--- config.mk ---
export PLATFORM = sky130hd
export DESIGN_NAME = mire_writer_flat
export DESIGN_NICKNAME = d
export VERILOG_FILES = /design/src/rtl/video_pkg.sv /design/src/rtl/mire_writer_if.sv /design/src/rtl/mire_writer.sv /design/src/flat_wrapper.sv
export SDC_FILE = /design/constraint.sdc
export NUM_CORES = 1
export LEC_CHECK = 0
export BUFFER_PORTS_ARGS = -buffer_cell sky130_fd_sc_hd__clkbuf_2
export CAP_MARGIN = 20
export CORE_MARGIN = 1
export CORE_UTILIZATION = 35
export DETAILED_ROUTE_END_ITERATION = 10
export PLACE_DENSITY = 0.59
export SLEW_MARGIN = 15
export SYNTH_ARGS = -nofsm -noshare
export SYNTH_HDL_FRONTEND = slang
export SYNTH_SLANG_ARGS = --single-unit
--- constraint.sdc ---
create_clock -name sys_clk -period 2.1 [get_ports sys_clk]
set_input_delay 0.105 -clock sys_clk [delete_from_list [all_inputs] [get_ports sys_clk]]
set_output_delay 0.105 -clock sys_clk [all_outputs]
set_load 0.05 [all_outputs]
--- src/rtl/video_pkg.sv ---
// Shared video definitions: writer FSM states and test-pattern colours.
package video_pkg;

    typedef enum logic [1:0] {
        IDLE,
        WRITE,
        PAUSE
    } wr_state_t;

    localparam logic [31:0] WHITE = 32'h00FF_FFFF;
    localparam logic [31:0] BLACK = 32'h0000_0000;

    localparam logic [2:0] CTI_CLASSIC = 3'b000;
    localparam logic [1:0] BTE_LINEAR  = 2'b00;

endpackage

--- src/rtl/mire_writer_if.sv ---
// Wishbone classic write-master bus used by the test-pattern writer.
interface mire_writer_if;

    logic        cyc;
    logic        stb;
    logic        we;
    logic [31:0] adr;
    logic [31:0] dat_ms;
    logic [3:0]  sel;
    logic [2:0]  cti;
    logic [1:0]  bte;
    logic        ack;
    logic        err;
    logic        rty;

    modport master (
        output cyc, stb, we, adr, dat_ms, sel, cti, bte,
        input  ack, err, rty
    );

    modport slave (
        input  cyc, stb, we, adr, dat_ms, sel, cti, bte,
        output ack, err, rty
    );

endinterface

--- src/rtl/mire_writer.sv ---
// Writes a grid test pattern into the framebuffer, one Wishbone single write per pixel,
// in raster order, releasing the bus for one cycle after every burst.
module mire_writer
    import video_pkg::*;
#(
    parameter int HDISP = 800,
    parameter int VDISP = 480,
    parameter int BURST = 64
) (
    input  logic           sys_clk,
    input  logic           sys_rst,
    input  logic           en,
    output logic           frame_done,
    mire_writer_if.master  wb
);

    localparam int XW = $clog2(HDISP);
    localparam int YW = $clog2(VDISP);
    localparam int BW = $clog2(BURST);
    localparam int IW = $clog2(HDISP * VDISP);

    localparam logic [XW-1:0] X_LAST = XW'(HDISP - 1);
    localparam logic [YW-1:0] Y_LAST = YW'(VDISP - 1);
    localparam logic [BW-1:0] B_LAST = BW'(BURST - 1);

    wr_state_t     state;
    logic [XW-1:0] x, x_nxt;
    logic [YW-1:0] y, y_nxt;
    logic [IW-1:0] idx, idx_nxt;
    logic [BW-1:0] bcnt;
    logic [31:0]   dat;
    logic          cyc, stb;
    logic          last_px, burst_end;

    // Grid line every 16 pixels horizontally and vertically.
    function automatic logic [31:0] pattern(input logic [XW-1:0] px, input logic [YW-1:0] py);
        logic [31:0] xe, ye;
        xe = 32'(px);
        ye = 32'(py);
        return (xe[3:0] == 4'd0 || ye[3:0] == 4'd0) ? WHITE : BLACK;
    endfunction

    assign last_px   = (x == X_LAST) && (y == Y_LAST);
    assign burst_end = (bcnt == B_LAST);

    always_comb begin
        x_nxt   = x + 1'b1;
        y_nxt   = y;
        idx_nxt = last_px ? '0 : idx + 1'b1;
        if (x == X_LAST) begin
            x_nxt = '0;
            y_nxt = (y == Y_LAST) ? '0 : y + 1'b1;
        end
    end

    // NOTE: every register, outputs included, is cleared by the asynchronous reset so the
    // bus is released the instant sys_rst rises, without waiting for a clock edge.
    always_ff @(posedge sys_clk or posedge sys_rst) begin
        if (sys_rst) begin
            state      <= IDLE;
            x          <= '0;
            y          <= '0;
            idx        <= '0;
            bcnt       <= '0;
            dat        <= WHITE;
            cyc        <= 1'b0;
            stb        <= 1'b0;
            frame_done <= 1'b0;
        end else begin
            // NOTE: non-blocking assignments so every register samples the pre-edge values.
            frame_done <= 1'b0;
            case (state)
                IDLE: begin
                    if (en) begin
                        state <= WRITE;
                        cyc   <= 1'b1;
                        stb   <= 1'b1;
                    end
                end
                WRITE: begin
                    // A faulted access (err/rty, even alongside ack) is retried after a pause.
                    if (wb.err || wb.rty) begin
                        state <= PAUSE;
                        cyc   <= 1'b0;
                        stb   <= 1'b0;
                    end else if (wb.ack) begin
                        x   <= x_nxt;
                        y   <= y_nxt;
                        idx <= idx_nxt;
                        dat <= pattern(x_nxt, y_nxt);
                        if (burst_end || last_px) begin
                            state      <= PAUSE;
                            cyc        <= 1'b0;
                            stb        <= 1'b0;
                            bcnt       <= '0;
                            frame_done <= last_px;
                        end else begin
                            bcnt <= bcnt + 1'b1;
                        end
                    end
                end
                PAUSE: begin
                    state <= en ? WRITE : IDLE;
                    cyc   <= en;
                    stb   <= en;
                end
                default: begin
                    state <= IDLE;
                    cyc   <= 1'b0;
                    stb   <= 1'b0;
                end
            endcase
        end
    end

    assign wb.cyc    = cyc;
    assign wb.stb    = stb;
    assign wb.we     = 1'b1;
    assign wb.adr    = 32'(idx) << 2;
    assign wb.dat_ms = dat;
    assign wb.sel    = 4'hF;
    assign wb.cti    = CTI_CLASSIC;
    assign wb.bte    = BTE_LINEAR;

endmodule

--- src/flat_wrapper.sv ---
// flat-port wrapper written by rule: the top's interface ports become plain ports
module mire_writer_flat import video_pkg::*;
#(
    parameter int HDISP = 800,
    parameter int VDISP = 480,
    parameter int BURST = 64
)
  (sys_clk, sys_rst, en, frame_done, wb_cyc, wb_stb, wb_we, wb_adr, wb_dat_ms, wb_sel, wb_cti, wb_bte, wb_ack, wb_err, wb_rty);
  mire_writer_if wb_i ();
  input  logic sys_clk;
  input  logic sys_rst;
  input  logic en;
  output logic frame_done;
  output wire logic [$bits(wb_i.cyc)-1:0] wb_cyc;
  output wire logic [$bits(wb_i.stb)-1:0] wb_stb;
  output wire logic [$bits(wb_i.we)-1:0] wb_we;
  output wire logic [$bits(wb_i.adr)-1:0] wb_adr;
  output wire logic [$bits(wb_i.dat_ms)-1:0] wb_dat_ms;
  output wire logic [$bits(wb_i.sel)-1:0] wb_sel;
  output wire logic [$bits(wb_i.cti)-1:0] wb_cti;
  output wire logic [$bits(wb_i.bte)-1:0] wb_bte;
  input wire logic [$bits(wb_i.ack)-1:0] wb_ack;
  input wire logic [$bits(wb_i.err)-1:0] wb_err;
  input wire logic [$bits(wb_i.rty)-1:0] wb_rty;
  assign wb_cyc = wb_i.cyc;
  assign wb_stb = wb_i.stb;
  assign wb_we = wb_i.we;
  assign wb_adr = wb_i.adr;
  assign wb_dat_ms = wb_i.dat_ms;
  assign wb_sel = wb_i.sel;
  assign wb_cti = wb_i.cti;
  assign wb_bte = wb_i.bte;
  assign wb_i.ack = wb_ack;
  assign wb_i.err = wb_err;
  assign wb_i.rty = wb_rty;
  mire_writer #(.HDISP(HDISP), .VDISP(VDISP), .BURST(BURST)) u_core (.sys_clk(sys_clk), .sys_rst(sys_rst), .en(en), .frame_done(frame_done), .wb(wb_i));
endmodule
==> summary.md <==
| Metric | Value |
|---|---|
| Status | finished clean |
| Worst Path Max Fanout | 5 |
| Worst vdd ir | between 0.8 and 0.9 mV |
| DR pass1 iterations | 4 |
| I/O pins | a little over 80 |
| Setup WS pre-CTS | 51.0 ps |
| Max cap viols | 0 |
| Min Tclk post-route | 1970 ps |
| Die ar. | roughly 0.0088 mm^2 |
| Worst-Skew Late Latency | about 300 ps |
| Final Hold Viols | 0 |
| Worst hold slack | 24.0 ps |
| Share of cells above drive strength 1 | a little under a quarter |
| Total inserted antenna cells | 0 |
| Synth area leader | dfrtp_1 |
| Setup crit end kind | register |
| GRT Total Usage | 13.6% |
| Drt drc | 0 |
| Setup TNS | 0 ps |
| Seq/Total Area, Yosys | around two fifths |
| Critical Path AT | approximately 2200 ps |
| Max Clock Freq | approximately 510 MHz |
| Number of flops mapped to enable cells by yosys | 0 |
| Setup CP Type | register to register |
| Vias in the first global route | slightly below 2000 |
| Commonest cells post-synth | buf_4 (56), dfrtp_1 (48), nand2_1 (35), nor2_1 (25), xnor2_1 (18) |
| PwrDens | between 900 and 1000 mW/mm^2 |
| Detailed-route via count | ~2200 |
| Syn avg cell area | around 9.0 um^2 |
| Leakage | about 0.0015 uW |
| CTS Root Cell | clkbuf_8 |
| CTS Buffer Depth | 2 |
| YS warnings | 0 |
| Antenna Nets Post-Route | 0 |
| WL per Instance | about 12 um |
| CTS buffer count | 5 |
| Drt initial violations | 90 |
| Area delta synth->final | 10.7% |
| Most common cell in the netlist | buf_4 |
| Die X | 93.8 um |
| Die height | about 94 um |
| Hold Crit Class | primary input to register |
| RePlAce Congestion | around 0.85 |
| Clock transition at path regs | roughly 90 ps |
| Core area | around 0.0082 mm^2 |
| Initial antenna violation count | 0 |
| Ranking of synthesized cells by area | dfrtp_1 (41%), buf_4 (14%), xnor2_1 (5.3%) |
| Register-to-Register Setup Slack | between 100 and 150 ps |
| Final period util | between 90% and 100% |
| Dpl cell area | roughly 0.0031 mm^2 |
| IO buf count | 51 |
| Post-synth ARST share | between 90% and 100% |
| Synthesized flop and latch total | between 40 and 50 |
| Final worst slack | 129 ps |
| Clk sinks | 49 |
| Main synth FF type | dfrtp_1 |
| H-tree lvl count | 2 |
| Setup Skew | 6.41 ps |
| Post-Layout Inst Area | between 0.003 and 0.004 mm^2 |
| Num rows | 33 |
| Final #Nets | ~380 |
| Final wirelength | ~5.7 mm |
| Slew Viols, Final | 0 |
| Setup-failing EPs final | 0 |
| Synth top area share | roughly two fifths |
| Count of cell types in the netlist | 45 |
| HPWL Detailed | roughly 4 mm |
| Largest net degree at the start of global routing | 50 |
| Starting density of the core | a little over a third |
| Via density | ~4.7 |
| GRT overflow | 0 |
| CTS tree | yes |
| RSZ-0062 raised after global routing | no |
| WP data required | 2320 ps |
| Synth Cell Area | 0.00295 mm^2 |
| Gate count after technology mapping | around 330 |
| First-pass GRT wire length | 9.49 mm |
| Startpoint Class | register |
-- per-stage QoR --
step / power [uW] / std cells / utilization (%)
CTS: 3150 / 471 / 39.5
detailed placement: 2430 / 462 / 37.9
global placement: 2420 / 462 / 37.9
finish: 3110 / 472 / 39.9
global route: 3270 / 472 / 39.9
floorplan: 2450 / 356 / -
-- flip-flops by register name, summed over array words and instances (netlist names) --
signal             count
u_core.idx            19
u_core.x              10
u_core.y               9
u_core.bcnt            6
u_core.state           2
u_core.frame_done      1
u_core.wb.cyc          1
u_core.wb.dat_ms       1
-- final timing paths --
kind	startpoint	end	cells after the start
max reg2reg	u_core.state[1]	u_core.y[6]	6
max in group asynchronous	sys_rst	u_core.wb.dat_ms[22]	4
min	en	u_core.state[0]	2
min in group asynchronous	sys_rst	u_core.frame_done	4
max	u_core.state[1]	u_core.y[6]	6
min reg2reg	u_core.state[0]	u_core.wb.cyc	1
-- cell families (layout without fill, tap and decap cells) --
group                    Yosys count  after routing  synth area share, %
AO/OA/AOI/OAI                     47             47                 9.63
XOR/XNOR                          22             22                 6.53
adder cells (fa/ha/maj)            4              4                 1.70
buffers and inverters             73             84                 16.5
flip-flops                        49             49                 41.6
multiplexers                       2              2                0.721
other                              2             31                0.255
AND/OR/NAND/NOR                  128            128                 23.0
-- cell type report --
class | count | area, um^2
clock inverter | 2 | 37.5
inverter | 11 | 41.3
timing repair buffer | 65 | 375
sequential | 49 | 1230
multi-input combinational | 234 | 1370
fill | 823 | 4910
clock buffer | 6 | 82.6
tap | 105 | 131
-- routing by layer --
metal	global-route usage, %	part of all wire, %
met1	19.0	48
met5	0	0
met3	2.67	3.8
met2	20.8	46
met4	4.74	2.0
-- placed cells by master, fill, tap and decap left out, drive strengths merged, types with 2 or more instances in the layout --
cell	Yosys	layout
conb	2	31
dfrtp	48	48
or2	3	3
and2	2	2
xor2	4	4
inv	11	11
o22ai	3	3
nand4	10	10
nor4	3	3
nor3b	2	2
and3	4	4
o2bb2ai	4	4
nor3	10	10
xnor2	18	18
o31ai	4	4
nor4b	2	2
clkbuf	4	57
or3	2	2
buf	58	13
a31oi	5	5
ha	4	4
nand3	15	15
nand2b	8	8
a21oi	11	11
nor2	26	26
o21ai	15	15
nand2	35	35
and4	2	2
-- timing repair --
item	in CTS	in global routing
gates resized for setup	0	4
hold endpoints to repair	48	0
setup buffers	0	1
hold buffers	1	0
endpoints found under the setup margin	0	26
-- power breakdown --
group          internal, uW  total [uW]  switching [uW]  leakage (uW)
Sequential             1040        1170             138      0.000647
Clock                   387         708             320     0.0000574
Combinational           216        1230            1010      0.000810
Total                  1640        3110            1470       0.00151
-- worst max-delay path, cell delays in order (launching register included) --
cell,delay [ps]
dfrtp_1,430
nor4b_4,340
buf_4,190
and2_1,140
nand2_1,150
nor4_2,360
mux2i_1,270
Note: power is estimated with default switching activity, not from simulation.
